**src/rtl/lot_controller.sv**
```systemverilog
// rtl/lot_controller.sv - two-gate parking lot entry/occupancy controller
//
// Purpose : grants entry barriers against free spaces (round-robin when only
//           one space is left), tracks occupancy from enter/exit pulses and
//           flags protocol violations.
// Macro   : LOT_TIMEOUT_EN - when defined, an opened barrier closes on its own
//           after TIMEOUT cycles without an enter pulse.
// Ports   : clk              rising-edge clock
//           reset            asynchronous active-low reset
//           req0/req1        car waiting at entry gate 0/1 (level)
//           enter0/enter1    car fully entered through gate 0/1 (pulse)
//           exit0/exit1      car fully exited at gate 0/1 (pulse)
//           open0/open1      barrier-open command (registered)
//           count            occupied spaces (registered)
//           full/empty       occupancy status (registered)
//           err              sticky protocol-violation flag
module lot_controller #(
   parameter int CAPACITY = 16,
   parameter int CNT_W    = 8,
   parameter int TIMEOUT  = 100
) (
   input  logic             clk,
   input  logic             reset,
   input  logic             req0,
   input  logic             req1,
   input  logic             enter0,
   input  logic             enter1,
   input  logic             exit0,
   input  logic             exit1,
   output logic             open0,
   output logic             open1,
   output logic [CNT_W-1:0] count,
   output logic             full,
   output logic             empty,
   output logic             err
);

   // Two spare bits so count + reservations never wraps in the arithmetic.
   localparam int SW = CNT_W + 2;

   if (CAPACITY < 1 || CAPACITY > 255 || (1 << CNT_W) <= CAPACITY || TIMEOUT < 1) begin : g_bad_param
      $error("lot_controller: illegal parameter combination");
   end

   typedef enum logic {IDLE = 1'b0, OPEN = 1'b1} gate_state_e;

   gate_state_e      st0_q, st0_d, st1_q, st1_d;
   logic             rr_q, rr_d;        // 0: gate 0 wins the next contention
   logic             armed_q;           // blocks grants on the first edge after reset
   logic [CNT_W-1:0] count_q, count_d;
   logic             full_q, full_d, empty_q, empty_d, err_q, err_d;
   logic             expire0, expire1;

   logic [SW-1:0]    resv, resv_nxt, free, avail, avail2, cnt_next;
   logic             want0, want1, grant0, grant1;
   logic             acc_en0, acc_en1, acc_x0, acc_x1;

`ifdef LOT_TIMEOUT_EN
   localparam int TW = $clog2(TIMEOUT + 1);
   logic [TW-1:0] tmr0_q, tmr1_q;

   // Timers hold zero while IDLE, so they start from zero on every grant.
   always_ff @(posedge clk or negedge reset) begin
      if (!reset) begin
         tmr0_q <= '0;
         tmr1_q <= '0;
      end else begin
         tmr0_q <= (st0_q == OPEN) ? tmr0_q + 1'b1 : '0;
         tmr1_q <= (st1_q == OPEN) ? tmr1_q + 1'b1 : '0;
      end
   end

   assign expire0 = (st0_q == OPEN) && (tmr0_q == TW'(TIMEOUT - 1));
   assign expire1 = (st1_q == OPEN) && (tmr1_q == TW'(TIMEOUT - 1));
`else
   assign expire0 = 1'b0;
   assign expire1 = 1'b0;
`endif

   always_comb begin
      resv    = SW'(st0_q == OPEN) + SW'(st1_q == OPEN);
      free    = SW'(CAPACITY) - SW'(count_q) - resv;
      acc_en0 = enter0 && (st0_q == OPEN);
      acc_en1 = enter1 && (st1_q == OPEN);

      // Only gates IDLE right now may be granted; a gate closing this edge
      // is still OPEN here, so it is re-evaluated next cycle.
      want0  = armed_q && (st0_q == IDLE) && req0;
      want1  = armed_q && (st1_q == IDLE) && req1;
      grant0 = 1'b0;
      grant1 = 1'b0;
      rr_d   = rr_q;
      if (want0 && want1) begin
         if (free >= SW'(2)) begin
            grant0 = 1'b1;
            grant1 = 1'b1;
         end else if (free == SW'(1)) begin
            grant0 = !rr_q;
            grant1 = rr_q;
            rr_d   = !rr_q;
         end
      end else if (want0 && free != '0) begin
         grant0 = 1'b1;
      end else if (want1 && free != '0) begin
         grant1 = 1'b1;
      end

      st0_d = st0_q;
      if (st0_q == OPEN && (acc_en0 || expire0)) st0_d = IDLE;
      if (grant0) st0_d = OPEN;
      st1_d = st1_q;
      if (st1_q == OPEN && (acc_en1 || expire1)) st1_d = IDLE;
      if (grant1) st1_d = OPEN;

      // Enters land first so a same-cycle exit of the entering car is legal.
      avail    = SW'(count_q) + SW'(acc_en0) + SW'(acc_en1);
      acc_x0   = exit0 && (avail != '0);
      avail2   = avail - SW'(acc_x0);
      acc_x1   = exit1 && (avail2 != '0);
      cnt_next = avail2 - SW'(acc_x1);
      count_d  = cnt_next[CNT_W-1:0];

      err_d = err_q
            | (enter0 && st0_q == IDLE) | (enter1 && st1_q == IDLE)
            | (exit0 && !acc_x0) | (exit1 && !acc_x1);

      resv_nxt = SW'(st0_d == OPEN) + SW'(st1_d == OPEN);
      full_d   = (cnt_next + resv_nxt) == SW'(CAPACITY);
      empty_d  = (cnt_next == '0) && (resv_nxt == '0);
   end

   always_ff @(posedge clk or negedge reset) begin
      if (!reset) begin
         st0_q   <= IDLE;
         st1_q   <= IDLE;
         rr_q    <= 1'b0;
         armed_q <= 1'b0;
         count_q <= '0;
         full_q  <= 1'b0;
         empty_q <= 1'b1;
         err_q   <= 1'b0;
      end else begin
         st0_q   <= st0_d;
         st1_q   <= st1_d;
         rr_q    <= rr_d;
         armed_q <= 1'b1;
         count_q <= count_d;
         full_q  <= full_d;
         empty_q <= empty_d;
         err_q   <= err_d;
      end
   end

   assign open0 = (st0_q == OPEN);
   assign open1 = (st1_q == OPEN);
   assign count = count_q;
   assign full  = full_q;
   assign empty = empty_q;
   assign err   = err_q;

endmodule

```
**config.mk**
```make
export PLATFORM = sky130hd
export DESIGN_NAME = lot_controller
export DESIGN_NICKNAME = d
export VERILOG_FILES = /design/src/rtl/lot_controller.sv
export SDC_FILE = /design/constraint.sdc
export NUM_CORES = 1
export LEC_CHECK = 0
export BUFFER_PORTS_ARGS = -buffer_cell sky130_fd_sc_hd__buf_4
export CORE_MARGIN = 2
export CORE_UTILIZATION = 30
export DETAILED_ROUTE_END_ITERATION = 8
export HOLD_SLACK_MARGIN = 0.12
export MAX_ROUTING_LAYER = met4
export PLACE_DENSITY_LB_ADDON = 0.3
export SLEW_MARGIN = 10
export SYNTH_ARGS = -nofsm -noshare
export SYNTH_HDL_FRONTEND = slang
export SYNTH_SLANG_ARGS = --single-unit
```
**constraint.sdc**
```tcl
create_clock -name clk -period 6.1 [get_ports clk]
set_input_delay 1.83 -clock clk [delete_from_list [all_inputs] [get_ports clk]]
set_output_delay 1.83 -clock clk [all_outputs]
set_load 0.02 [all_outputs]
```
After elaboration in Yosys (flattened, before gate mapping) --
Cells that the tools add are included.
Storage, ports and cells: output and inout bits 13, bits in latches 0, memory bits (read-only) 0, bits in registers 15, memory bits (writable) 0, memories kept 0
Cells by class: eq/ne operators 2, divide/modulo/power cells 0, $add $sub $neg 9, shifts and indexed selects 0, $lt $le $gt $ge 1, multipliers 0, bitwise operators 7, multiplexer cells 13, reductions and logical operators 27
Operators with widths (count):
- nonzero test 10 bit | 3
- zero test 10 bit | 2
- subtractor 10 x 1 -> 10 bit | 2
- logical AND 1 bit | 18
- 2-to-1 mux 1 bit | 13
- adder 10 x 2 -> 10 bit | 1
- adder 9 x 1 -> 10 bit | 1
- equality test 10 x 1 -> 1 bit, second input constant | 1
- equality test 10 x 5 -> 1 bit, second input constant | 1
- >= comparator 10 x 2 -> 1 bit, second input constant | 1
- subtractor 9 x 3 -> 10 bit | 1
- adder 8 x 1 -> 9 bit | 1
- subtractor 5 x 8 -> 9 bit, first input constant | 1
- adder 1 x 1 -> 2 bit | 2
- OR 1 bit | 4
- zero test 1 bit | 3
- NOT 1 bit | 3
- AND reduction 3 bit | 1

Longest topological paths before layout --
Gate-level depths: netlist (run 1).
depth in word-level cells 11, depth in mapped cells 29

Worst setup path before layout (run 1) --
OpenSTA, ideal clock, no wires.
kind input to register, from input enter1, to register full_q (netlist: full), setup time 96 ps, buffers on the path 1, stages on the path 23, setup slack -922 ps, arrival 6926 ps, data required time 6004 ps, cell sequence and2_1 fa_1 ha_1 a21boi_0 o32ai_2 and4_1 nor2b_1 ha_1 ha_1 clkbuf_2 or3b_1 o221ai_1 a31oi_1 or2_1 nor4_1 nor2b_1 ha_1 ha_1 inv_1 fa_1 o41ai_1 a31oi_1 nor4_2
Between the ends: word-level cells in the longest chain between the ends 10, elaborated cells between the ends (all ways) 14, classes of those cells add/sub (5); eq/ne (1); mux (2); reduce/logical (6)
RTL lines:
- start, declared | RTL line 27 | input logic enter1,
- logical AND 1 bit * | RTL line 84 | acc_en1 = enter1 && (st1_q == OPEN);
- adder 9 x 1 -> 10 bit * | RTL line 116 | avail = SW'(count_q) + SW'(acc_en0) + SW'(acc_en1);
- nonzero test 10 bit | RTL line 117 | acc_x0 = exit0 && (avail != '0);
- logical AND 1 bit | RTL line 117
- subtractor 10 x 1 -> 10 bit * | RTL line 118 | avail2 = avail - SW'(acc_x0);
- nonzero test 10 bit | RTL line 119 | acc_x1 = exit1 && (avail2 != '0);
- logical AND 1 bit | RTL line 119
- subtractor 10 x 1 -> 10 bit * | RTL line 120 | cnt_next = avail2 - SW'(acc_x1);
- named net cnt_next[1] | RTL line 54 | logic [SW-1:0] resv, resv_nxt, free, avail, avail2, cnt_next;
- adder 10 x 2 -> 10 bit * | RTL line 128 | full_d = (cnt_next + resv_nxt) == SW'(CAPACITY);
- equality test 10 x 5 -> 1 bit * | RTL line 128
- named net full_d | RTL line 51 | logic full_q, full_d, empty_q, empty_d, err_q, err_d;
- end signal, assigned | RTL line 148 | full_q <= full_d;
- end, declared | RTL line 51
Mark *: on every way through the listed nets, which the timed path passes. The rest lies on a longest branch. A chain may end at the register's enable or synchronous reset.

Worst setup path in the final report (run 1) --
Ends and elaborated chain as after synthesis.

==> results of run 1 <==
==> cells in the mapped netlist, types with 5 or more instances <==
cell type	count
inv_1	17
xnor2_1	15
dfrtp_1	14
ha_1	14
nand2_1	12
nand3_1	10
nor3_1	10
xor2_1	10
nand4_1	9
nor2_1	7
nor2b_1	6
o21ai_0	6
a21oi_1	5
or3_1	5
==> worst register-to-register path: stages (launching register included) <==
cell and delay (ps):
dfrtp_1 440, and2_4 190, fa_2 400, ha_4 200, a21boi_2 150, o32ai_2 300
and4_1 270, nor2b_2 60, ha_2 200, ha_4 170, or3b_4 360, o221ai_2 150
a31oi_2 130, or2_4 300, nor4_4 230, nor2b_1 80, ha_2 210, ha_4 290
inv_4 40, fa_1 510, o41ai_2 320, a31oi_1 140, nor4_2 150
==> registers in the layout, summed over array words and instances (netlist names) <==
signal / count
count: 8
armed_q: 1
empty: 1
err: 1
full: 1
open0: 1
open1: 1
rr_q: 1
==> repair_timing <==
item                                    4_1_cts  5_1_grt
pin swaps                                     7       13
endpoints found under the setup margin        2        6
gates resized for setup                       4       18
setup buffers                                10        6
cloned                                        0        0
==> routing by layer <==
layer,vias up,wire (µm),share of wire [%]
li1,879,-,-
met1,836,2230,45
met2,20,2580,52
met3,6,85,1.7
met4,0,76,1.5
met5,-,0,0
==> metrics by stage <==
step	cells	instance area (µm²)	TNS, ps	utilization [%]	setup slack [ps]
global route	342	2530	-1030	45.6	-640
finish	342	2530	-583	45.6	-455
floorplan	206	1820	-474	-	-474
global placement	322	2260	-818	40.7	-566
CTS	336	2400	-425	43.3	-387
detailed placement	322	2260	-1180	40.7	-690
==> final cells by class <==
cell class / count / area (µm²) / share of cell area [%]
Clock buffer: 4 / 45.0 / 1.78
Inverter: 17 / 66.3 / 2.62
Multi-Input combinational cell: 165 / 1410 / 55.9
Tap cell: 72 / 90.1 / 3.56
Timing Repair Buffer: 69 / 537 / 21.2
Sequential cell: 15 / 377 / 14.9
==> power by group <==
part	leakage, nW	total (mW)	switching (mW)	internal (mW)
Clock	0.0228	0.0789	0.0328	0.0462
Combinational	0.881	1.35	0.671	0.682
Sequential	0.179	0.244	0.110	0.135
==> cell families after synthesis <==
| group | after synthesis | synth area share [%] |
|---|---|---|
| adder cells (fa/ha/maj) | 17 | 13.5 |
| multiplexers | 2 | 1.15 |
| other | 1 | 0.215 |
| XOR/XNOR | 26 | 13.5 |
| flip-flops | 15 | 21.6 |
| AND/OR/NAND/NOR | 80 | 26.6 |
| AO/OA/AOI/OAI | 39 | 17.0 |
| buffers and inverters | 26 | 6.33 |
==> worst min-delay path by stage <==
| stage | startpoint | to | slack (ps) | depth (start not counted) |
|---|---|---|---|---|
| floorplan | rr_q$_DFFE_PN0P_ | rr_q$_DFFE_PN0P_ | 440 | 1 |
| global placement | rr_q$_DFFE_PN0P_ | rr_q$_DFFE_PN0P_ | 460 | 1 |
| detailed placement | rr_q$_DFFE_PN0P_ | rr_q$_DFFE_PN0P_ | 460 | 1 |
| CTS | rr_q$_DFFE_PN0P_ | rr_q$_DFFE_PN0P_ | 470 | 1 |
| global route | rr_q$_DFFE_PN0P_ | rr_q$_DFFE_PN0P_ | 490 | 1 |
| finish | rr_q$_DFFE_PN0P_ | rr_q$_DFFE_PN0P_ | 480 | 1 |
==> impl_results.md, run 1 <==
- Outcome: finished, violations left
- Failing checks: setup timing
- R2r setup slk: 720 ps
- Total CTS buffers: 3
- DRC Markers: 0
- Initial core utilization: 31.4%
- Pre-Repair DR Iteration Count: 4
- Critical R2R Capture: full$_DFF_PN0_
- Crit path kind: in -> reg
- Async S/R FF share, synth: 100%
- Die Y: 80.2 µm
- Crit path buf inv count: 2
- PD cells: 663 mW/mm²
- CP Launch Point: enter1
- Final HPWL DP: around 3.6 mm
- Fill cells: 540
- Top FF cell, synth: dfrtp_1
- Final Critical Period: 6550 ps
- Routability cong.: between 0.8 and 0.9
- Worst r2r path cells: 22
- Drt wl/cell: ~15 µm
- Initial antenna violation count: 0
- ANT nets after route: 0
- Layout area overhead: 45.3%
- Hold Vio Cnt, Final: 0
- Most common cell after layout, fill and taps aside: buf_4
- Clock Pin Slew Worst Setup and Hold Paths: 60 ps
- Core Area: about 0.0055 mm²
- Syn Nets: ~230
- Worst path depth: 23
- Met3 global-route usage: under 10%
- Max Cap Viol: 0
- Worst Path Max Fanout: 5
- Total gr overflow: 0
- Met2 usage: 28.5%
- Rows: 27
- Die area: between 0.006 and 0.007 mm²
- Worst hold path type: reg -> reg
- Clk Latency, worst-skew pair: 250 ps
- RSZ-0062 raised after global routing: true
- Largest net degree at the start of global routing: 17
- CP Capture Type: flop
- Worst-Margin Slew: 615 ps
- Final WS setup: -455 ps
- Synth top area share: 20.1%
- Static leakage: 1.08 nW
- Worst setup endpoint: full$_DFF_PN0_
- Crit path max-delay family: adder cells
- Die width: around 80 µm
- Routed Wire Length: 4.97 mm
- Yosys warnings: 0
- Global route hottest layer: met2
- Via count: about 1,700
- CTS tree: yes
- Starting DRT DRC Count: 73
- Distinct cells, synth: between 50 and 60
- Post-synth top area cell: dfrtp_1
- Final setup vio count: 2
- # IOs: 21
- Port bufs: 20
- CTS max path bufs: 2
- GRT Total Usage: roughly 16%
- H-Tree Depth: 1
- Number of global-route vias before repair: ~1,700
- Post-Syn Instances: 206
- Hold WS: between 400 and 500 ps
- Mapped Avg Cell Area: ~8.4 µm²
- Post-synth EDFFs: 0
- Maximum vdd drop: roughly 0.3 mV
- Pwr Total: around 1.7 mW
- Final Skew: between 5 and 6 ps
- Max-slew headroom: about three fifths
- First-pass GRT wire length: 8.24 mm
- CP required: around 6300 ps
- Nets: between 200 and 300
- Worst setup SP type: input pin
- Worst path slowest cell: fa_1
- Commonest non-fill, non-tap cells in the layout: buf_4, inv_1, xnor2_1, dfrtp_1, nand2_1
- Pins over their slew limit: 0
- Met1 usage: 19.9%
- Seq cells post-synth: 15
- CP peak stage delay: 510 ps
- Arr. time, crit path: around 6700 ps
- ANT cells: 0
- DR vias/cell: slightly above 5
- Sequential element share of the synthesized area: between 20% and 30%
- CTS root buf: clkbuf_8
- Post-route clock period utilization: 107%
- Share of layout cells above drive strength 1: 39.6%
- Worst r2r src: open1$_DFF_PN0_
- Main area contributors after synthesis: dfrtp_1, ha_1, xnor2_1, xor2_1, inv_1
- Crit-path cells: buf_6, and2_4, fa_2, ha_4, a21boi_2, o32ai_2, and4_1, nor2b_2, ha_2, ha_4, or3b_4, o221ai_2, a31oi_2, or2_4, nor4_4, nor2b_1, ha_2, ha_4, inv_4, fa_1, o41ai_2, a31oi_1, nor4_2
- Cts hold-fix bufs: 0
- Synthesized area: between 0.0015 and 0.002 mm²
- Max Freq: 153 MHz
- Worst path most repeated cell: ha_4
- CTS sink count: 15
Power figures use the tool's default switching activity.
==> run 2: changes to the inputs <==
--- a/config.mk
+++ b/config.mk
@@ -12,6 +12,7 @@
 export HOLD_SLACK_MARGIN = 0.12
 export MAX_ROUTING_LAYER = met4
 export PLACE_DENSITY_LB_ADDON = 0.3
+export RECOVER_POWER = 50
 export SLEW_MARGIN = 10
 export SYNTH_ARGS = -nofsm -noshare
 export SYNTH_HDL_FRONTEND = slang
==> run 2 against run 1 <==
- the run still ends with setup timing left
- setup slack about the same
- maximum frequency hardly changed
- non-clock buffer count unchanged
- register-to-register slack hardly changed
- first-iteration DRC count is the same
- routed wire length down 0.18%
- combinational power hardly changed
- critical path depth stayed put
- count of clock-buffer cells in the layout did not move
- highest routed layer unchanged
==> impl_results.md, run 2 (synthesized netlist as in run 1, its figures left out) <==
- Routed Wire Length: 4.96 mm
- Max Freq: between 150 and 200 MHz
- Crit path buf inv count: 2
- GRT Total Usage: about 16%
- Post-route clock period utilization: 107%
- Number of global-route vias before repair: about 1,700
- Worst Hold Endpoint: rr_q$_DFFE_PN0P_
- Crit-path cells: buf_6, and2_4, fa_2, ha_4, a21boi_2, o32ai_2, and4_1, nor2b_2, ha_2, ha_4, or3b_4, o221ai_2, a31oi_2, or2_4, nor4_4, nor2b_1, ha_2, ha_4, inv_4, fa_1, o41ai_2, a31oi_1, nor4_2
- Critical R2R Capture: full$_DFF_PN0_
- Most common cell after layout, fill and taps aside: buf_4
- CTS tree: yes
- Rows: 27
- Worst r2r src: open1$_DFF_PN0_
- Crit path kind: in -> reg
- Final Skew: approximately 5.5 ps
- Pins over their slew limit: 0
- CTS root buf: clkbuf_8
- Worst path most repeated cell: ha_4
- First-pass GRT wire length: around 8.2 mm
- Hold WS: between 400 and 500 ps
- Total CTS buffers: 3
- Clock Pin Slew Worst Setup and Hold Paths: roughly 60 ps
- Worst hold path type: reg -> reg
- Clk network pwr share: approximately 4.7%
- RSZ-0062 raised after global routing: true
- Via count: approximately 1,700
- CP peak stage delay: 510 ps
- DRC Markers: 0
- Worst Path Max Fanout: 5
- CP Capture Type: flop
- Worst setup SP type: input pin
- Final Critical Period: ~6600 ps
- Routability cong.: between 0.8 and 0.9
- Clk Latency, worst-skew pair: roughly 250 ps
- Final WS setup: -455 ps
- Max FFs per register: 8
- Starting DRT DRC Count: 73
- Initial antenna violation count: 0
- CTS max path bufs: 2
- Share of layout cells above drive strength 1: about 38%
- Failing checks: setup timing
- CP required: between 6000 and 7000 ps
- Crit path max-delay family: adder cells
- Core Area: around 0.0055 mm²
- Nets: around 300
- Initial core utilization: approximately a third
- Cts hold-fix bufs: 0
- Pint: 0.860 mW
- Final setup vio count: 2
- Total gr overflow: 0
- Max-slew headroom: around 46%
- Worst r2r path cells: 22
- Worst-Margin Slew: between 800 and 900 ps
- CTS sink count: 15
- Sw Pwr: roughly 0.81 mW
- Die Y: between 80 and 90 µm
- Die area: 0.00643 mm²
- # IOs: 21
- Maximum vdd drop: about 0.3 mV
- Combinational Power Share: around four fifths
- Port bufs: 20
- Arr. time, crit path: 6710 ps
- Commonest non-fill, non-tap cells in the layout: buf_4, inv_1, xnor2_1, dfrtp_1, nand2_1
- ANT cells: 0
- Static leakage: ~1.1 nW
- Max Cap Viol: 0
- PD cells: between 600 and 700 mW/mm²
- Drt wl/cell: 14.5 µm
- Reg power frac: 14.6%
- Worst path slowest cell: fa_1
- ANT nets after route: 0
- Layout area overhead: 44.2%
- Die width: between 80 and 90 µm
- DR vias/cell: 5.09
- Hold path cells: 1
- Largest net degree at the start of global routing: 17
- Min-delay src: rr_q$_DFFE_PN0P_
- Outcome: finished, violations left
- H-Tree Depth: 1
- Sw Ratio: around half
- Pre-Repair DR Iteration Count: 4
- Final HPWL DP: between 3 and 4 mm
- Pre-CTS setup slack: -690 ps
- Hold Vio Cnt, Final: 0
- R2r setup slk: around 710 ps
==> run 2: what timing repair did <==
| item | 4_1_cts | 5_1_grt |
|---|---|---|
| setup endpoints to repair | 2 | 6 |
| resized for setup | 4 | 18 |
| setup buffers | 10 | 6 |
| pin swaps | 7 | 13 |
==> run 2: worst register-to-register path: cells and delay by family, from the launching register on <==
family                   cells  cell delay [ps]
adder cells (fa/ha/maj)      7             1980
AND/OR/NAND/NOR              8             1640
AO/OA/AOI/OAI                6             1190
flip-flops                   1              440
buffers and inverters        1               40
==> run 2: worst max path at each step <==
stage	startpoint	end	slack, ps	depth (start not counted)
floorplan	enter1	full$_DFF_PN0_	-470	25
global placement	enter1	full$_DFF_PN0_	-570	23
detailed placement	enter1	full$_DFF_PN0_	-690	25
CTS	enter0	full$_DFF_PN0_	-390	26
global route	enter1	full$_DFF_PN0_	-640	23
finish	enter1	full$_DFF_PN0_	-450	23
==> run 2: power groups by stage <==
stage	sequential (mW)	clock (mW)	combinational [mW]
global placement	0.246	0	1.09
finish	0.244	0.0789	1.35
detailed placement	0.246	0	1.10
global route	0.253	0.0861	1.47
floorplan	0.218	0	0.728
CTS	0.244	0.0814	1.18
==> run 2: layout make-up <==
class | instances | area (µm²)
Multi-Input combinational cell | 165 | 1410
Tap cell | 72 | 90.1
Inverter | 17 | 66.3
Clock buffer | 4 | 45.0
Sequential cell | 15 | 377
Timing Repair Buffer | 69 | 518
Fill cell | 548 | 3030
==> run 2: metal layers <==
metal / part of all wire [%] / wire, µm / global-route usage [%]
met4: 1.5 / 76 / 6.78
met2: 52 / 2570 / 28.5
met3: 1.7 / 85 / 1.01
met5: 0 / 0 / -
met1: 45 / 2230 / 19.9
==> run 2: stage by stage <==
step | area [µm²] | utilization, % | power, mW | TNS (ps) | std cells
6_report | 2510 | 45.3 | 1.67 | -583 | 342
5_1_grt | 2510 | 45.3 | 1.81 | -1030 | 342
4_1_cts | 2400 | 43.3 | 1.50 | -425 | 336
3_5_place_dp | 2260 | 40.7 | 1.34 | -1180 | 322
3_3_place_gp | 2260 | 40.7 | 1.33 | -818 | 322
2_1_floorplan | 1820 | - | 0.946 | -474 | 206
==> run 3: changes to the inputs <==
--- a/config.mk
+++ b/config.mk
@@ -5,10 +5,11 @@
 export SDC_FILE = /design/constraint.sdc
 export NUM_CORES = 1
 export LEC_CHECK = 0
-export BUFFER_PORTS_ARGS = -buffer_cell sky130_fd_sc_hd__buf_4
 export CORE_MARGIN = 2
 export CORE_UTILIZATION = 30
+export CTS_CLUSTER_SIZE = 14
 export DETAILED_ROUTE_END_ITERATION = 8
+export DONT_BUFFER_PORTS = 1
 export HOLD_SLACK_MARGIN = 0.12
 export MAX_ROUTING_LAYER = met4
 export PLACE_DENSITY_LB_ADDON = 0.3
==> run 3 against run 2 <==
- the flow still finishes with violations (setup timing)
- non-clock buffer count shrank 28
- cell area shrank 8.3%
- first-iteration DRC count shrank 9.6%
- die area is the same
- largest cell class unchanged
- highest routed layer unchanged
==> impl_results.md, run 3 (synthesized netlist as in run 1, its figures left out) <==
- Outcome: finished, violations left
- Failing checks: setup timing
- Worst r2r src: open1$_DFF_PN0_
- # IOs: 21
- CTS sink count: 15
- Worst setup SP type: input pin
- Crit path kind: in -> reg
- Worst Path Max Fanout: 5
- Rows: 27
- Worst Hold Endpoint: rr_q$_DFFE_PN0P_
- CTS tree: yes
- CP Launch Point: enter1
- Pins over their slew limit: 0
- Clock Pin Slew Worst Setup and Hold Paths: ~60 ps
- Core Area: approximately 0.0055 mm²
- Clk Latency, worst-skew pair: 250 ps
- Cts hold-fix bufs: 0
- Share of layout cells above drive strength 1: 33.5%
- Pre-Repair DR Iteration Count: 4
- Number of global-route vias before repair: between 1,500 and 2,000
- Max-slew headroom: between 50% and 60%
- GRT Total Usage: between 15 and 20%
- H-Tree Depth: 1
- Worst hold path type: reg -> reg
- Final Skew: between 4 and 5 ps
- Min-delay src: rr_q$_DFFE_PN0P_
- Die width: between 80 and 90 µm
- Total gr overflow: 0
- Worst path most repeated cell: ha_4
- ANT nets after route: 0
- Starting DRT DRC Count: 66
- Most common cell after layout, fill and taps aside: buf_4
- Final Critical Period: 6600 ps
- Hold path cells: 1
- CP Capture Type: flop
- Hold Vio Cnt, Final: 0
- Total CTS buffers: 3
- Met3 global-route usage: less than 1%
- Drt wl/cell: around 15 µm
- Final HPWL DP: 3.47 mm
- Via count: approximately 1,600
- Crit-path cells: and2_4, fa_2, ha_4, a21boi_4, o32ai_2, and4_1, nor2b_2, ha_2, ha_4, or3b_4, o221ai_2, a31oi_2, or2_1, nor4_4, nor2b_1, ha_2, ha_4, inv_4, fa_2, nor2_2, nand4_1, o41ai_2, a31oi_1, nor4_2
- Final setup vio count: 1
- CP required: 6250 ps
- Commonest non-fill, non-tap cells in the layout: buf_4, inv_1, xnor2_1, dfrtp_1, nand2_1
- Initial antenna violation count: 0
- Arr. time, crit path: roughly 6800 ps
- First-pass GRT wire length: between 7 and 8 mm
- Final core occ: between 40% and 50%
- Die Y: roughly 80 µm
- Largest net degree at the start of global routing: 17
- DR vias/cell: around 5.2
- Crit path max-delay family: simple AND/OR/NAND/NOR gates
- Post-route clock period utilization: 108%
- DRC Markers: 0
- R2r setup slk: roughly 460 ps
- Max Freq: roughly 150 MHz
- Met2 usage: between 20% and 30%
- CP peak stage delay: a little under 500 ps
- Critical R2R Capture: full$_DFF_PN0_
- Layout area overhead: 32.2%
- ANT cells: 0
- Global route hottest layer: met2
- Met1 usage: between 15 and 20%
- Die area: roughly 0.0064 mm²
- Port bufs: 0
- Worst-Margin Slew: 744 ps
- CTS root buf: clkbuf_8
- RSZ-0062 raised after global routing: true
- Crit path buf inv count: 1
- CTS max path bufs: 2
- Final WS setup: -504 ps
- Max Cap Viol: 0
- Worst r2r path cells: 24
- Max FFs per register: 8
- Initial core utilization: a little under a third
- Worst path slowest cell: fa_2
- Hold WS: roughly 470 ps
- Routability cong.: 0.814
- Nets: 268
- Routed Wire Length: between 4 and 5 mm
run 3: worst max path at each step:
stage	slack [ps]	endpoint	cells past startpoint
floorplan	-470	full$_DFF_PN0_	25
global route	-690	full$_DFF_PN0_	24
global placement	-700	full$_DFF_PN0_	22
finish	-500	full$_DFF_PN0_	24
CTS	-370	full$_DFF_PN0_	22
detailed placement	-760	full$_DFF_PN0_	22
run 3: final cells by class:
type                            instances  area [µm²]
Clock inverter                          1        5.00
Clock buffer                            3        41.3
Timing Repair Buffer                   41         312
Sequential cell                        15         377
Multi-Input combinational cell        165        1410
Tap cell                               72        90.1
Inverter                               17        66.3
Fill cell                             580        3240
run 3: routing by layer:
metal	vias to the layer above	share of wire, %
met5	-	0
met4	0	1.9
met3	8	3.5
met2	39	49
met1	769	46
li1	827	-
run 3: stage by stage:
stage          area [µm²]  TNS (ps)  instances  setup WS (ps)
5_1_grt              2300      -847        314           -691
3_3_place_gp         2100     -1340        301           -705
3_5_place_dp         2100     -1320        301           -756
2_1_floorplan        1820      -474        206           -474
6_report             2300      -504        314           -504
4_1_cts              2190      -375        308           -375
run 3: worst register-to-register path, stage by stage, from the launching register on:
cell and delay, ps:
dfrtp_1 510, and2_4 230, fa_2 400, ha_4 200, a21boi_4 130, o32ai_2 280
and4_1 280, nor2b_2 70, ha_2 180, ha_4 170, or3b_4 370, o221ai_2 170
a31oi_2 140, or2_1 330, nor4_4 320, nor2b_1 90, ha_2 200, ha_4 280
inv_4 40, fa_2 490, nor2_2 110, nand4_1 100, o41ai_2 70, a31oi_1 150
nor4_2 230
run 3: what timing repair did:
action | CTS | global route
gates resized for setup | 2 | 17
setup buffers | 3 | 6
pin swaps | 3 | 20
endpoints found under the setup margin | 2 | 2
gates cloned | 0 | 0
endpoints found under the hold margin | 0 | 0
Power of run 3 is not shown: default switching activity piles up to over one toggle a cycle in this logic, so the estimate is an artifact.
